==> src/rtl/seg7_scan_driver_if.sv <==
// Signal bundle between the stopwatch counter chain and the 7-segment scan driver.
// The counter side (master) supplies the packed BCD digits, decimal points and the
// blank/hold controls. The driver side (slave) returns the anode/segment pins and the
// frame marker.
interface seg7_scan_driver_if #(
   parameter int NUM_DIGITS = 4
);

   logic [NUM_DIGITS*4-1:0] digits_in;
   logic [NUM_DIGITS-1:0]   dp_in;
   logic                    blank_in;
   logic                    hold;
   logic [NUM_DIGITS-1:0]   an;
   logic [6:0]              seg;
   logic                    dp;
   logic                    frame_start;

   modport master (
      output digits_in,
      output dp_in,
      output blank_in,
      output hold,
      input  an,
      input  seg,
      input  dp,
      input  frame_start
   );

   modport slave (
      input  digits_in,
      input  dp_in,
      input  blank_in,
      input  hold,
      output an,
      output seg,
      output dp,
      output frame_start
   );

endinterface

==> src/rtl/seg7_scan_driver.sv <==
// Time-multiplexed 7-segment display driver. A prescaler decides how long each anode
// stays lit, a digit index walks the anodes, and a shadow copy of the digits is taken
// once per frame so the display never tears. All pins come straight from flops.
module seg7_scan_driver #(
   parameter int NUM_DIGITS    = 4,
   parameter int REFRESH_DIV   = 100000,
   parameter int BLANK_LEADING = 1,
   parameter int ACTIVE_LOW    = 1
) (
   input logic               clk,
   input logic               rst,
   seg7_scan_driver_if.slave bus
);

   localparam int PW = (REFRESH_DIV > 1) ? $clog2(REFRESH_DIV) : 1;
   localparam int IW = (NUM_DIGITS > 1) ? $clog2(NUM_DIGITS) : 1;
   localparam logic [PW-1:0] PCNT_MAX = PW'(REFRESH_DIV - 1);
   localparam logic [IW-1:0] IDX_MAX  = IW'(NUM_DIGITS - 1);
   localparam logic          POL      = (ACTIVE_LOW != 0);

   logic [PW-1:0]           r_pcnt;
   logic [IW-1:0]           r_idx;
   logic [NUM_DIGITS*4-1:0] r_shadowDigits;
   logic [NUM_DIGITS-1:0]   r_shadowDp;
   logic                    r_frameStart;
   logic [NUM_DIGITS-1:0]   r_an;
   logic [6:0]              r_seg;
   logic                    r_dp;

   logic                    w_digitEnd;
   logic                    w_frameWrap;
   logic [3:0]              w_curNibble;
   logic                    w_curDp;
   logic                    w_curLeadBlank;
   logic [NUM_DIGITS-1:0]   w_anHigh;
   logic [NUM_DIGITS-1:0]   w_leadBlank;
   logic                    w_zeroRun;
   logic [6:0]              w_segHigh;

   // Active-high segment pattern {g,f,e,d,c,b,a}; anything that is not BCD shows a dash.
   function automatic logic [6:0] decodeBcd(input logic [3:0] nibble);
      logic [6:0] pattern;
      case (nibble)
         4'd0:    pattern = 7'h3F;
         4'd1:    pattern = 7'h06;
         4'd2:    pattern = 7'h5B;
         4'd3:    pattern = 7'h4F;
         4'd4:    pattern = 7'h66;
         4'd5:    pattern = 7'h6D;
         4'd6:    pattern = 7'h7D;
         4'd7:    pattern = 7'h07;
         4'd8:    pattern = 7'h7F;
         4'd9:    pattern = 7'h6F;
         default: pattern = 7'h40;
      endcase
      return pattern;
   endfunction

   assign w_digitEnd  = (r_pcnt == PCNT_MAX);
   assign w_frameWrap = w_digitEnd && (r_idx == IDX_MAX);

   // Prescaler and digit index: each digit is held for REFRESH_DIV cycles, then the index moves on.
   always_ff @(posedge clk or posedge rst) begin
      if (rst) begin
         r_pcnt <= '0;
         r_idx  <= '0;
      end else if (w_digitEnd) begin
         r_pcnt <= '0;
         r_idx  <= w_frameWrap ? '0 : r_idx + IW'(1);
      end else begin
         r_pcnt <= r_pcnt + PW'(1);
      end
   end

   // Frame boundary: flag the first cycle of the new frame and refresh the shadow unless held for a lap.
   always_ff @(posedge clk or posedge rst) begin
      if (rst) begin
         r_frameStart   <= 1'b0;
         r_shadowDigits <= '0;
         r_shadowDp     <= '0;
      end else begin
         r_frameStart <= w_frameWrap;
         if (w_frameWrap && !bus.hold) begin
            r_shadowDigits <= bus.digits_in;
            r_shadowDp     <= bus.dp_in;
         end
      end
   end

   // Leading-zero mask: walking down from the top digit, a digit is blank while everything above and including it is zero.
   always_comb begin
      w_zeroRun   = 1'b1;
      w_leadBlank = '0;
      for (int k = NUM_DIGITS - 1; k >= 0; k--) begin
         w_zeroRun      = w_zeroRun && (r_shadowDigits[4*k +: 4] == 4'd0);
         w_leadBlank[k] = (BLANK_LEADING != 0) && (k != 0) && w_zeroRun;
      end
   end

   // Select the digit currently being scanned and build its anode and segment patterns.
   always_comb begin
      w_curNibble    = 4'd0;
      w_curDp        = 1'b0;
      w_curLeadBlank = 1'b0;
      w_anHigh       = '0;
      for (int k = 0; k < NUM_DIGITS; k++) begin
         if (r_idx == IW'(k)) begin
            w_curNibble    = r_shadowDigits[4*k +: 4];
            w_curDp        = r_shadowDp[k];
            w_curLeadBlank = w_leadBlank[k];
            w_anHigh[k]    = 1'b1;
         end
      end
      w_segHigh = w_curLeadBlank ? 7'h00 : decodeBcd(w_curNibble);
   end

   // Registered pin stage; blank_in only gates the anodes, and polarity is applied last.
   always_ff @(posedge clk or posedge rst) begin
      if (rst) begin
         r_an  <= {NUM_DIGITS{POL}};
         r_seg <= {7{POL}};
         r_dp  <= POL;
      end else begin
         r_an  <= (bus.blank_in ? '0 : w_anHigh) ^ {NUM_DIGITS{POL}};
         r_seg <= w_segHigh ^ {7{POL}};
         r_dp  <= w_curDp ^ POL;
      end
   end

   assign bus.an          = r_an;
   assign bus.seg         = r_seg;
   assign bus.dp          = r_dp;
   assign bus.frame_start = r_frameStart;

endmodule

==> src/flat_wrapper.sv <==
// flat-port wrapper written by rule: the top's interface ports become plain ports
module seg7_scan_driver_flat 
#(
   parameter int NUM_DIGITS    = 4,
   parameter int REFRESH_DIV   = 100000,
   parameter int BLANK_LEADING = 1,
   parameter int ACTIVE_LOW    = 1
)
  (clk, rst, bus_digits_in, bus_dp_in, bus_blank_in, bus_hold, bus_an, bus_seg, bus_dp, bus_frame_start);
  seg7_scan_driver_if #(.NUM_DIGITS(NUM_DIGITS)) bus_i ();
  input logic clk;
  input logic rst;
  input wire logic [$bits(bus_i.digits_in)-1:0] bus_digits_in;
  input wire logic [$bits(bus_i.dp_in)-1:0] bus_dp_in;
  input wire logic [$bits(bus_i.blank_in)-1:0] bus_blank_in;
  input wire logic [$bits(bus_i.hold)-1:0] bus_hold;
  output wire logic [$bits(bus_i.an)-1:0] bus_an;
  output wire logic [$bits(bus_i.seg)-1:0] bus_seg;
  output wire logic [$bits(bus_i.dp)-1:0] bus_dp;
  output wire logic [$bits(bus_i.frame_start)-1:0] bus_frame_start;
  assign bus_i.digits_in = bus_digits_in;
  assign bus_i.dp_in = bus_dp_in;
  assign bus_i.blank_in = bus_blank_in;
  assign bus_i.hold = bus_hold;
  assign bus_an = bus_i.an;
  assign bus_seg = bus_i.seg;
  assign bus_dp = bus_i.dp;
  assign bus_frame_start = bus_i.frame_start;
  seg7_scan_driver #(.NUM_DIGITS(NUM_DIGITS), .REFRESH_DIV(REFRESH_DIV), .BLANK_LEADING(BLANK_LEADING), .ACTIVE_LOW(ACTIVE_LOW)) u_core (.clk(clk), .rst(rst), .bus(bus_i));
endmodule
==> config.mk <==
export PLATFORM = sky130hd
export DESIGN_NAME = seg7_scan_driver_flat
export DESIGN_NICKNAME = d
export VERILOG_FILES = /design/src/rtl/seg7_scan_driver_if.sv /design/src/rtl/seg7_scan_driver.sv /design/src/flat_wrapper.sv
export SDC_FILE = /design/constraint.sdc
export NUM_CORES = 1
export LEC_CHECK = 0
export BUFFER_PORTS_ARGS = -buffer_cell sky130_fd_sc_hd__buf_2
export CORE_ASPECT_RATIO = 1.75
export CORE_MARGIN = 2
export CORE_UTILIZATION = 56
export CTS_CLUSTER_DIAMETER = 30
export CTS_CLUSTER_SIZE = 12
export DETAILED_ROUTE_END_ITERATION = 10
export HOLD_SLACK_MARGIN = 0.02
export PLACE_DENSITY = 0.79
export RECOVER_POWER = 25
export SKIP_LAST_GASP = 1
export SLEW_MARGIN = 25
export SYNTH_ARGS = -nofsm -noshare
export SYNTH_HDL_FRONTEND = slang
export SYNTH_SLANG_ARGS = --single-unit
export TNS_END_PERCENT = 1
==> constraint.sdc <==
create_clock -name clk -period 2.7 [get_ports clk]
set_input_delay 0.27 -clock clk [delete_from_list [all_inputs] [get_ports clk]]
set_output_delay 0.27 -clock clk [all_outputs]
set_load 0.05 [all_outputs]
==> metrics <==
Area growth, synth to finish=16.5%; Initial DRC Count=18; final setup TNS=0 ns; fmax=407 MHz; Detailed Place HPWL=3590 um; synthesized instance count=199; Crit Path Class=reg -> reg; CP top delay family=compound AO/OA/AOI/OAI gates; HP Class=in -> reg; CTS Root Cell=clkbuf_8; crit end category=register; Syn Std Cell Area=2490 um^2; most common cell after layout, fill and taps aside=dfrtp_1; share of cells above drive strength 1=36.5%; number of antenna violations at the first check in global routing=0; final core utilization=67.1%; Initial Util=57.6%; asr flop ratio synth=100%; Post-Synth Adder-Cell Area=5.02%; worst path bufs/invs=1; endpoints failing setup=0; VDD IR max=504 uV; final wirelength=4890 um; register area share after synthesis=52.8%; largest family of logic cells by synthesized area=simple AND/OR/NAND/NOR gates; post-route ant nets=0; TritonCTS Buffers=5; largest net degree at the start of global routing=50; commonest non-fill, non-tap cells in the layout=dfrtp_1 (40), buf_2 (36), mux2_4 (20); drt pass-1 iters=6; Filler cells=330; slew margin rel.=-35.5%; Slowest cell on crit path=dfrtp_1; max-slew violations=50; crit path max fanout=8; DRC Markers=0; final hold viol count=0; Pwr Density=530 nW/um^2; Vias=1,662; Clock Skews=0.0165 ns; I/O pins=37; Post-synth top flop=dfrtp_1; Crit path arrival time=2.70 ns; row cnt=32; crit path time final=2.46 ns; Worst-Margin Slew=2.02 ns; GP Congestion=0.828; status=finished with violations; xor/xnor share of the synthesized area=5.27%; Largest stage delay, worst path=0.41 ns; vias in the first global route=1,801; final net count=277; Resize count post-CTS=0; CTS tree=yes; Hold Buf Count CTS=0; Cell variety after synth=39; post-synthesis simple-gate area fraction=13.7%; leakage power=1.48 nW; worst hold margin=0.177 ns; post-DR vias/cell=5.63; routed len/inst=16.6 um; H-tree Lvls=2; port bufs=36; Synth Register Bits=52; mux contribution to synthesized area=13.3%; violated checks=capacitance limit, slew limit; crit path cell chain=ha_1 > or2_2 > a221o_1 > o221ai_1 > inv_2 > ha_1 > o22a_1 > o21ai_0; Critical Path RT=2.95 ns; Reg clk slew, reported paths=0.10 ns; Skew-Pair Late Insertion Delay=0.31 ns; setup repair after global routing missed its margin=false; diode count=0; Max Cap Viol=1; Die X-Extent=54.4 um; CTS max path bufs=2; Syn Nets=233; Synth Warn #=0; Setup crit start kind=register; Tot GR Track Use=22.9%; core footprint=4320 um^2; Sink Count=52; first-pass GRT wire length=8210 um; Post-CTS Repair Setup Buffers=0; Die ar.=5020 um^2; total gr overflow=0; Post-Syn Area per Cell=12.5 um^2; cell mode on critical path=ha_1; compound-cell area share of the yosys netlist=7.38%; die height=92.2 um; EDFF count, synth=0; crit share post-route=91.0%; Reg2Reg Setup Slack=0.24 ns
[routing by layer]
| layer | global-route usage (%) | part of all wire, % | routed length (um) | up-vias |
|---|---|---|---|---|
| met5 | 0 | 0 | 0 | - |
| met2 | 40.6 | 58 | 2820 | 37 |
| li1 | - | - | - | 786 |
| met4 | 10.2 | 2.9 | 142 | 0 |
| met1 | 24.9 | 36 | 1780 | 825 |
| met3 | 3.91 | 3.1 | 153 | 14 |
[metrics by stage]
step | worst slack, ns | instance area [um^2] | total power, W | instances
2_1_floorplan | 0.498 | 2490 | 0.000812 | 199
4_1_cts | 0.246 | 2900 | 0.00155 | 295
6_report | 0.242 | 2900 | 0.00154 | 295
5_1_grt | 0.00907 | 2900 | 0.00159 | 295
3_5_place_dp | 0.272 | 2740 | 0.000837 | 287
3_3_place_gp | 0.380 | 2740 | 0.000836 | 287
[cell usage after synthesis, types with 3 or more instances]
| master | n | area share, % |
|---|---|---|
| nor2b_1 | 3 | 0.75 |
| xnor2_1 | 6 | 2.1 |
| dfstp_2 | 12 | 13 |
| o21ai_0 | 4 | 0.80 |
| dfrtp_1 | 40 | 40 |
| nor4_1 | 5 | 1.3 |
| xor2_1 | 9 | 3.2 |
| mux2i_1 | 3 | 1.2 |
| nand4_1 | 5 | 1.3 |
| nand2b_1 | 6 | 1.5 |
| ha_1 | 10 | 5.0 |
| a221o_1 | 3 | 1.2 |
| a21oi_1 | 4 | 0.80 |
| nor2_1 | 18 | 2.7 |
| nand2_1 | 7 | 1.1 |
| o22a_1 | 4 | 1.4 |
| nand3_1 | 7 | 1.4 |
| o221ai_1 | 3 | 1.1 |
| inv_1 | 8 | 1.2 |
| mux2_4 | 20 | 12 |
[flip-flops by register name, indices dropped and copies added, names as in the netlist]
name	cells
u_core.r_pcnt	17
u_core.r_shadowDigits	16
u_core.bus.seg	7
u_core.bus.an	4
u_core.r_shadowDp	4
u_core.r_idx	2
u_core.bus.dp	1
u_core.bus.frame_start	1
[logic make-up after synthesis]
kind of cell | after synthesis
fa+ha+maj | 10
flops | 52
simple gates | 63
xor+xnor | 15
mux | 23
buf+inv | 13
compound gates | 23
[where the power goes]
part / internal [W] / switching, W / leakage, nW / total (W)
Sequential: 0.000781 / 0.000000166 / 0.670 / 0.000781
Combinational: 0.0000164 / 0.0000234 / 0.733 / 0.0000398
Clock: 0.000463 / 0.000254 / 0.0784 / 0.000717
[layout make-up]
cell class,instances,area (um^2),area share (%)
well taps,51,63.8,2.20
flip-flops and latches,52,1320,45.3
inverters,9,35.0,1.21
clock inverters,3,90.1,3.10
multi-input cells,134,1110,38.3
clock buffers,5,68.8,2.37
repair buffers,41,218,7.50
[path summary, 6_finish.rpt]
kind                                                        from                               endpoint  cells past startpoint
worst max-delay path                 u_core.r_idx[0]$_DFFE_PP0N_            u_core.bus.seg[1]$_DFF_PP1_                      8
worst min-delay path                           bus_digits_in[12]  u_core.r_shadowDigits[12]$_DFFE_PP0P_                      2
worst max register to register       u_core.r_idx[0]$_DFFE_PP0N_            u_core.bus.seg[1]$_DFF_PP1_                      8
worst min register to register  u_core.r_shadowDp[3]$_DFFE_PP0P_                u_core.bus.dp$_DFF_PP1_                      1
max in group asynchronous                                    rst   u_core.r_shadowDigits[6]$_DFFE_PP0P_                      2
min in group asynchronous                                    rst             u_core.r_pcnt[3]$_DFF_PP0_                      2
Note: power is estimated with default switching activity, not from simulation.
